<file path="src/rtl/psg_bus_sched.sv">
// psg_bus_sched: round-robin scheduler for two requesters sharing a PSG register bus.
// Sequences ADDR/DATA/READ/GAP phases and skips ADDR when the PSG already holds the address.
module psg_bus_sched #(
  parameter int PHASE_LEN  = 1,
  parameter bit ADDR_CACHE = 1'b1
) (
  input  logic       CLK,
  input  logic       RESET,
  input  logic       req0,
  input  logic       req1,
  input  logic       we0,
  input  logic       we1,
  input  logic [3:0] addr0,
  input  logic [3:0] addr1,
  input  logic [7:0] wdata0,
  input  logic [7:0] wdata1,
  output logic       ack0,
  output logic       ack1,
  output logic [7:0] rdata,
  output logic       busy,
  output logic       psg_bdir,
  output logic       psg_bc,
  output logic [7:0] psg_di,
  input  logic [7:0] psg_do
);
  typedef enum logic [2:0] {IDLE, ADDR, DATA, READ, GAP} state_t;
  localparam logic [3:0] PL1 = 4'(PHASE_LEN - 1);
  state_t state;
  logic [3:0] cnt, cur_addr, cache_addr, sel_addr;
  logic [7:0] cur_wdata, sel_wdata;
  logic cur_we, gnt, last_gnt, cache_v, sel, sel_we, hit;
  // last_gnt=1 means requester 1 won most recently, so a tie goes to requester 0
  always_comb begin
    sel = req1 & (~req0 | ~last_gnt);
    sel_we = sel ? we1 : we0;
    sel_addr = sel ? addr1 : addr0;
    sel_wdata = sel ? wdata1 : wdata0;
    hit = ADDR_CACHE & cache_v & (cache_addr == sel_addr);
  end
  always_ff @(posedge CLK) begin
    if (RESET) begin
      state <= IDLE;
      {psg_bdir, psg_bc} <= 2'b00;
      psg_di <= 8'h00;
      ack0 <= 1'b0;
      ack1 <= 1'b0;
      rdata <= 8'h00;
      busy <= 1'b0;
      cache_v <= 1'b0;
      cache_addr <= 4'h0;
      last_gnt <= 1'b1;
      cnt <= 4'h0;
      gnt <= 1'b0;
      cur_we <= 1'b0;
      cur_addr <= 4'h0;
      cur_wdata <= 8'h00;
    end else begin
      ack0 <= 1'b0;
      ack1 <= 1'b0;
      case (state)
        IDLE: if (req0 | req1) begin
          gnt <= sel;
          last_gnt <= sel;
          cur_we <= sel_we;
          cur_addr <= sel_addr;
          cur_wdata <= sel_wdata;
          cnt <= PL1;
          busy <= 1'b1;
          state <= hit ? (sel_we ? DATA : READ) : ADDR;
          {psg_bdir, psg_bc} <= hit ? {sel_we, ~sel_we} : 2'b11;
          psg_di <= hit ? (sel_we ? sel_wdata : 8'h00) : {4'b0000, sel_addr};
        end
        ADDR: if (cnt != 4'h0) cnt <= cnt - 1'b1;
        else begin
          cnt <= PL1;
          cache_v <= 1'b1;
          cache_addr <= cur_addr;
          state <= cur_we ? DATA : READ;
          {psg_bdir, psg_bc} <= {cur_we, ~cur_we};
          psg_di <= cur_we ? cur_wdata : 8'h00;
        end
        DATA, READ: if (cnt != 4'h0) cnt <= cnt - 1'b1;
        else begin
          if (state == READ) rdata <= psg_do;
          state <= GAP;
          {psg_bdir, psg_bc} <= 2'b00;
          psg_di <= 8'h00;
          ack0 <= ~gnt;
          ack1 <= gnt;
        end
        GAP: begin
          state <= IDLE;
          busy <= 1'b0;
        end
        default: state <= IDLE;
      endcase
    end
  end
endmodule
</file>
<file path="config.mk">
export PLATFORM = sky130hd
export DESIGN_NAME = psg_bus_sched
export DESIGN_NICKNAME = d
export VERILOG_FILES = /design/src/rtl/psg_bus_sched.sv
export SDC_FILE = /design/constraint.sdc
export NUM_CORES = 1
export LEC_CHECK = 0
export BUFFER_PORTS_ARGS = -buffer_cell sky130_fd_sc_hd__buf_2
export CORE_UTILIZATION = 40
export DETAILED_ROUTE_END_ITERATION = 16
export PLACE_DENSITY_LB_ADDON = 0.05
export REMOVE_ABC_BUFFERS = 1
export SETUP_SLACK_MARGIN = 0.2
export SYNTH_ARGS = -nofsm -noshare
export SYNTH_HDL_FRONTEND = slang
export SYNTH_SLANG_ARGS = --single-unit
</file>
<file path="constraint.sdc">
create_clock -name CLK -period 5.51 [get_ports CLK]
set_clock_uncertainty 0.05 [all_clocks]
set_input_delay 0.2755 -clock CLK [delete_from_list [all_inputs] [get_ports CLK]]
set_output_delay 0.2755 -clock CLK [all_outputs]
set_load 0.005 [all_outputs]
</file>
# Word level (Yosys, flattened, before mapping)
# Cells that the tools add are included.
[word_totals]
reg_bits = 48
wordCells = 81
out_inout_bits = 21
inputBits = 38
[op_classes]
n_eq_ne = 9
mux = 31
n_bitwise = 11
addsub = 1
reduce_logical = 13
[ops]
columns = ["cell", "n"]
rows = [
  ["2-to-1 mux 8 bit", 7],
  ["case mux 8 bit (3 select lines)", 1],
  ["2-to-1 mux 4 bit", 4],
  ["case mux 4 bit (3 select lines)", 1],
  ["2-to-1 mux 1 bit", 9],
  ["2-to-1 mux 3 bit", 3],
  ["case mux 3 bit (3 select lines)", 1],
  ["AND reduction 3 bit", 3],
  ["!= test 2 bit, second input constant", 4],
  ["inverter 1 bit", 7],
  ["equality test 3 x 2 -> 1 bit, second input constant", 2],
  ["case mux 1 bit (3 select lines)", 2],
  ["AND reduction 2 bit", 3],
  ["equality test 4 bit", 1],
  ["2-to-1 mux 2 bit", 2],
  ["AND reduction 4 bit", 1],
  ["nonzero test 4 bit", 1],
  ["subtractor 4 x 1 -> 4 bit, second input constant", 1],
  ["equality test 3 x 1 -> 1 bit, second input constant", 1],
  ["equality test 3 bit, second input constant", 1],
  ["logical NOT 3 bit", 1],
  ["nonzero test 3 bit", 1],
  ["OR reduction 3 bit", 1],
  ["AND 1 bit", 2],
  ["other kinds (4)", 5],
]

# Longest topological paths before layout
# Gate-level depths: netlist of the first run.
[depth]
ltp_word = 9
ltp_mapped = 9
depth_no_buf = 8

# Worst setup path before layout of the first run
# No wires, ideal clock.
[synth_timing]
path_kind = "reg-to-reg"
startpoint = "register last_gnt"
endpoint = "register psg_di[3]"
required_ps = 5372
synth_period_minus_slack_ps = 2005
arrival_ps = 1866
path_stages_with_launch = 7
path_slack_ps = 3505
setup_time_ps = 88
path_buffers = 0
cell_sequence = "dfxtp_1 a21boi_4 mux2i_2 xor2_2 nand3_2 or4_1 a311oi_2"
[synth_between]
elab_chain_len = 9
word_cells_on_any_way = 12
classes_between = "1 x eq/ne; 7 x mux; 4 x bitwise"
[synth_lines]
columns = ["item", "line", "rtl"]
rows = [
  ["start, declared", "31", "logic cur_we, gnt, last_gnt, cache_v, sel, sel_we, hit;"],
  ["start signal, assigned", "63", "last_gnt <= sel;"],
  ["inverter 1 bit *", "34", "sel = req1 & (~req0 | ~last_gnt);"],
  ["OR 1 bit *", "34", ""],
  ["AND 1 bit *", "34", ""],
  ["2-to-1 mux 4 bit", "36", "sel_addr = sel ? addr1 : addr0;"],
  ["equality test 4 bit", "38", "hit = ADDR_CACHE & cache_v & (cache_addr == sel_addr);"],
  ["AND 1 bit", "38", ""],
  ["2-to-1 mux 8 bit *", "71", "psg_di <= hit ? (sel_we ? sel_wdata : 8'h00) : {4'b0000, sel_addr};"],
  ["2-to-1 mux 8 bit *", "61", "IDLE: if (req0 | req1) begin"],
  ["case mux 8 bit (3 select lines) *", "60", "case (state)"],
  ["end signal, assigned", "71", ""],
  ["end signal, assigned", "80", "psg_di <= cur_we ? cur_wdata : 8'h00;"],
  ["end, declared", "23", "output logic [7:0] psg_di,"],
]
# Every way passes the cells marked *; elsewhere a longest branch is shown, timed or not. The select of a mux whose other input is x is not followed.
# A chain may end at the register's enable or synchronous reset.

# Final worst setup path of the first run
[layout_timing]
startpoint = "register state[2]"
endpoint = "register psg_di[0]"
[layout_between]
elab_chain_len = 4
word_cells_on_any_way = 11
classes_between = "6 x eq/ne; 1 x mux; 4 x reduce/logical"
[layout_lines]
columns = ["item", "line", "rtl"]
rows = [
  ["start, declared", "28", "state_t state;"],
  ["start signal, assigned", "69", "state <= hit ? (sel_we ? DATA : READ) : ADDR;"],
  ["start signal, assigned", "78", "state <= cur_we ? DATA : READ;"],
  ["equality test 3 x 2 -> 1 bit", "60", ""],
  ["OR reduction 2 bit", "60", ""],
  ["!= test 2 bit (no line) or nonzero test 3 bit (tied branches)", "-", ""],
  ["AND reduction 4 bit (no line)", "-", ""],
]
# Several ways; a longest one is shown, not always the timed one.

==> results of run 1 <==
## cells in the mapped netlist (4+ instances only)
cell,instances
dfxtp_1,48
nor2_1,46
mux2i_1,19
a21oi_1,18
a211oi_1,16
nand2_1,14
nor3_1,13
clkbuf_1,9
buf_2,5
and2_1,4
nand3_1,4
o31a_1,4
## final cells by class
type,instances,area [um2],share of cell area
Multi-Input combinational cell,184,1190,0.446
Sequential cell,48,961,0.359
Timing Repair Buffer,59,298,0.111
Clock buffer,7,96.3,0.0360
Tap cell,70,87.6,0.0327
Clock inverter,1,30.0,0.0112
Inverter,3,11.3,0.00421
## stage by stage
stage                     total power [mW]  setup WS (ns)
after floorplan                      0.903           3.26
after global placement                1.08           2.73
after detailed placement              1.08           2.71
after CTS                             1.35           2.71
after global routing                  1.45           2.29
final                                 1.34           2.67
## state kept, by name, indices dropped and copies added (netlist names)
| register | count |
|---|---|
| cur_addr | 4 |
| psg_bc | 1 |
| cnt | 4 |
| cache_v | 1 |
| ack1 | 1 |
| psg_di | 8 |
| cache_addr | 4 |
| busy | 1 |
| rdata | 8 |
| psg_bdir | 1 |
| last_gnt | 1 |
| ack0 | 1 |
| state | 3 |
| cur_wdata | 8 |
| cur_we | 1 |
| gnt | 1 |
## layer usage
metal  track usage  vias to the layer above  routed length, um
li1              -                      994                  -
met1         0.220                      862               2420
met2         0.299                       40               2290
met3        0.0369                        7                204
met4        0.0635                        0                 54
met5             0                        -                  0
## worst paths after layout
kind / cells past startpoint / startpoint / slack, ns / end
worst min-delay path: 3 / psg_do[7] / 0.16 / rdata[7]
worst max register to register: 6 / state[2] / 2.67 / psg_di[0]
worst min register to register: 1 / gnt / 0.41 / ack0
worst max-delay path: 6 / state[2] / 2.67 / psg_di[0]
## worst max-delay path, cell delays in order, from the launching register on
cell and delay [ns]:
dfxtp_1 0.41, nor3_1 0.47, and2_1 0.85, a21oi_1 0.41, a21oi_1 0.23, a2bb2oi_1 0.19
a21oi_1 0.08
## report_power, final
group	switching, mW	internal (mW)	total, mW
clock	0.115	0.160	0.275
sequential	0.0646	0.446	0.510
combinational	0.320	0.235	0.556
## logic make-up (layout without fill, tap and decap cells)
| family | count (synthesis) | in the layout |
|---|---|---|
| AO/OA/AOI/OAI | 57 | 57 |
| AND/OR/NAND/NOR | 97 | 97 |
| buffers and inverters | 19 | 70 |
| multiplexers | 21 | 21 |
| XOR/XNOR | 7 | 7 |
| flip-flops | 48 | 48 |
| adder cells (fa/ha/maj) | 2 | 2 |
==> flow_summary.yaml, run 1 <==
status:
  status: "finished, final reports clean"
synthesis:
  synth_top_flop_cell: "dfxtp_1"
  ys_seq_area_frac: 0.430
  yosysWarnings: 0
  synth_cells: 251
  ys_seq_elements: 48
  synth_area_leaders: "dfxtp_1 43%, mux2i_1 8.5%, nor2_1 7.7%, a211oi_1 5.4%, a21oi_1 4.0%"
  synth_top_area_cell: "dfxtp_1"
  synthSimpleGateAreaFrac: 0.200
  yosysUniqueCellTypes: 47
  synth_top_area_frac: 0.430
  synth_compound_area_frac: 0.186
  syn_area_um2: 2230
  synth_top_family_by_area: "simple AND/OR/NAND/NOR gates"
  async_flop_share: 0
  avgSynthCellArea_um2: 8.90
  synthMuxAreaShare: 0.101
  synth-edff-count: 0
  synth_xor_area_frac: 0.0342
  yosys.area_share.adder: 0.0112
layout:
  nNetsFinal: 341
  final_cell_count_no_fill: 372
  drive_above_1_share: 0.255
  layout_common_cells: "58 x buf_2, 48 x dfxtp_1, 46 x nor2_1, 19 x mux2i_1, 18 x a21oi_1"
  synthToLayoutAreaGrowth_pct: 19.8
  mostFrequentLayoutCell: "buf_2"
  post-route-util: 0.511
  fin_area_um2: 2680
  n_fill_cell: 495
  n_antenna_cell: 0
clock_network:
  cts_hold_buf: 0
  clock_sinks: 48
  cts_setup_buffers: 0
  clkLatencyLatePin_ns: 0.30
  htree_num_levels: 2
  root_buffer: "clkbuf_8"
  clk_pin_slew_ns: 0.09
  numCtsBuffers: 5
  clock_path_buffers: 2
  cts_tree: "done"
  cts_resized: 0
worst_setup_path:
  critPathMaxFanout: 28
  end_kind: "flip-flop"
  cp_data_arrival_time_ns: 2.94
  crit_type: "reg2reg"
  critPathRequiredTime_ns: 5.61
  startpoint_type: "flip-flop"
timing:
  worstMarginPinSlew_ns: 0.969
  rsz0062_at_grt: "false"
  setup_viol: 0
  drv_slew: 0
  max_freq_mhz: 353
  setup-tns-final_ns: 0
  slew_headroom: 0.354
  holdWs_ns: 0.159
  finalCriticalPeriod_ns: 2.84
  finalHoldViolCount: 0
  period_share: 0.515
global_routing:
  grt_overflow: 0
  grt_pass1_wl_um: 8270
  grt_antenna_before_repair: 0
  grt_max_degree: 45
  grt_pass1_vias: 1786
  grt_usage: 0.177
drt:
  first_pass_iters: 4
  drc: 0
  wirelength_um: 4970
  wl_per_cell_um: 13.3
  vias_per_cell: 5.12
  vias: 1903
  ant_nets: 0
  dr.first_iter.drc_count: 75
hold_path:
  hold_path_class: "in2reg"
power:
  p_leak_nw: 1.20
  peakVddDrop_v: 0.000245
  power_density_nw_per_um2: 501
place:
  dp.cells: 364
  portBuffers: 58
  placed_area_um2: 2550
  gp_congestion: 0.774
  hpwl_um: 3360
floorplan:
  die_h_um: 76.7
  rows: 26
  start_util: 0.427
  coreArea_um2: 5240
  die-area_um2: 5890
  die_x_um: 76.7
  top_level_ports: 59
job:
  max_cap_violations: 0
Note: power is estimated with default switching activity, not from simulation.
==> run 2, diff against run 1 <==
Clock period 5.51 ns to 2.43 ns, I/O delays scaled along.
==> run 2 against run 1 <==
  * Fmax rose by 39%
  * Via count up 5.3%
  * Sequential power up 130%
  * Total power up 130%
  * Wire length increased by 9.3%
  * Critical path depth grew 1
  * Worst hold slack lost 0.14 ns
  * Largest cell class unchanged
  * Largest power group unchanged
==> flow_summary.yaml, run 2 (synthesis gave the netlist of run 1 again) <==
status:
  status: "finished, final reports clean"
drt:
  vias_per_cell: 5.09
  ant_nets: 0
  vias: 2004
  drc: 0
  dr.first_iter.drc_count: 89
  dr_wl_met2_um: 2480
  wirelength_um: 5430
  wl_met3_um: 205
  drt-met1-wl_um: 2610
  first_pass_iters: 5
  top_layer_used: "met4"
  wl_per_cell_um: 13.8
power:
  p_int_mw: 1.89
  power_frac_seq: 0.379
  power_density_nw_per_um2: 1070
  p_switching_mw: 1.17
  clockPowerShare: 0.161
  p_leak_nw: 1.28
  swShare: 0.384
  combPwrFrac: 0.460
  peakVddDrop_v: 0.000483
floorplan:
  die-area_um2: 5890
  start_util: 0.427
  coreArea_um2: 5240
  die_x_um: 76.7
  rows: 26
  die_h_um: 76.7
  top_level_ports: 59
layout:
  synthToLayoutAreaGrowth_pct: 28.3
  n_antenna_cell: 0
  post-route-util: 0.547
  nNetsFinal: 363
  layout_common_cells: "58 x buf_2, 47 x dfxtp_1, 46 x nor2_1, 18 x a21oi_1, 17 x mux2i_1"
  drive_above_1_share: 0.299
  mostFrequentLayoutCell: "buf_2"
  reg_top3: "cur_wdata (8), psg_di (8), rdata (8)"
timing:
  setup-tns-final_ns: 0
  finalCriticalPeriod_ns: 2.05
  period_share: 0.842
  setup_ws_ns: 0.384
  holdWs_ns: 0.0188
  drv_slew: 0
  setup_viol: 0
  slew_headroom: 0.550
  rsz0062_at_grt: "false"
  max_freq_mhz: 489
  finalHoldViolCount: 0
  worstMarginPinSlew_ns: 0.676
worst_setup_path:
  critPathRequiredTime_ns: 2.60
  startpoint_type: "flip-flop"
  worstPathCellList: "a21boi_4 -> buf_12 -> mux2i_2 -> o221a_2 -> nand3_2 -> or4_1 -> a311oi_2"
  critical_path.max_stage_delay_ns: 0.44
  r2r_slack_ns: 0.38
  cp_data_arrival_time_ns: 2.22
  r2r_cells: 7
  cp_slowest_cell: "or4_1"
  critPathMaxFanout: 8
  r2r_end: "psg_di[3]"
  crit_type: "reg2reg"
  r2r-start: "last_gnt"
  end_kind: "flip-flop"
place:
  hpwl_um: 3650
  dpl_worst_slack_ns: 0.126
  portBuffers: 58
  gp_congestion: 0.738
clock_network:
  clock_path_buffers: 2
  cts_tree: "done"
  clock_sinks: 48
  htree_num_levels: 2
  clkLatencyLatePin_ns: 0.30
  numCtsBuffers: 5
  clk_pin_slew_ns: 0.09
  root_buffer: "clkbuf_8"
hold_path:
  hold-path-endpoint: "rdata[5]"
  hold_start: "psg_do[5]"
  hold_path_class: "in2reg"
  hold_depth: 3
global_routing:
  grt_pass1_vias: 1946
  grt_antenna_before_repair: 0
  grt_overflow: 0
  grt_usage: 0.196
  grt_max_degree: 37
  grt_pass1_wl_um: 9100
job:
  max_cap_violations: 0
-- run 2: changes by cell type in the layout (fill, tap and decap cells not counted), sizes merged --
| cell | previous run | this run |
|---|---|---|
| buf | 59 | 75 |
| clkbuf | 7 | 8 |
| bufinv | 1 | 0 |
| dlygate4sd3 | 0 | 6 |
-- run 2: critical path: cells and delay by family (launching register included) --
family,cells,cell delay (ns)
AND/OR/NAND/NOR,2,0.54
buffers and inverters,1,0.15
flip-flops,1,0.35
AO/OA/AOI/OAI,3,0.63
multiplexers,1,0.24
-- run 2: metal layers --
metal	vias to the layer above	track usage
met5	-	0
met4	0	0.0981
met3	11	0.0405
met2	51	0.309
met1	912	0.252
li1	1030	-
-- run 2: layout make-up --
type,count,area [um2]
fillers,496,2370
multi-input cells,184,1220
flip-flops and latches,48,962
repair buffers,81,494
clock buffers,8,90.1
well taps,70,87.6
inverters,3,11.3
-- run 2: how the worst max path moves through the flow --
stage	slack, ns	end	cells after the start	start
2_1_floorplan	0.18	psg_di[3]	6	last_gnt
3_3_place_gp	0.18	psg_bc	6	last_gnt
3_5_place_dp	0.13	psg_bc	6	last_gnt
4_1_cts	0.22	psg_bc	8	last_gnt
5_1_grt	0.28	psg_di[3]	7	last_gnt
6_report	0.38	psg_di[3]	7	last_gnt
-- run 2: power groups by stage --
| stage | Clock, mW | Sequential, mW | Combinational, mW |
|---|---|---|---|
| after detailed placement | 0 | 1.18 | 1.35 |
| after floorplan | 0 | 1.16 | 0.891 |
| after CTS | 0.514 | 1.16 | 1.39 |
| after global placement | 0 | 1.17 | 1.34 |
| final | 0.493 | 1.16 | 1.41 |
| after global routing | 0.550 | 1.19 | 1.58 |
-- run 2: timing repair --
item | 4_1_cts | 5_1_grt
gates resized for setup | 1 | 7
hold endpoints to repair | 6 | 0
setup buffers | 6 | 1
pin swaps | 5 | 4
setup endpoints to repair | 6 | 11
hold buffers | 6 | 0
-- run 2: per-stage QoR --
step / total power [mW] / area [um2] / cells
after floorplan: 2.05 / 2160 / 235
after global placement: 2.51 / 2620 / 373
after detailed placement: 2.53 / 2620 / 373
after CTS: 3.06 / 2820 / 393
after global routing: 3.33 / 2870 / 394
final: 3.06 / 2870 / 394
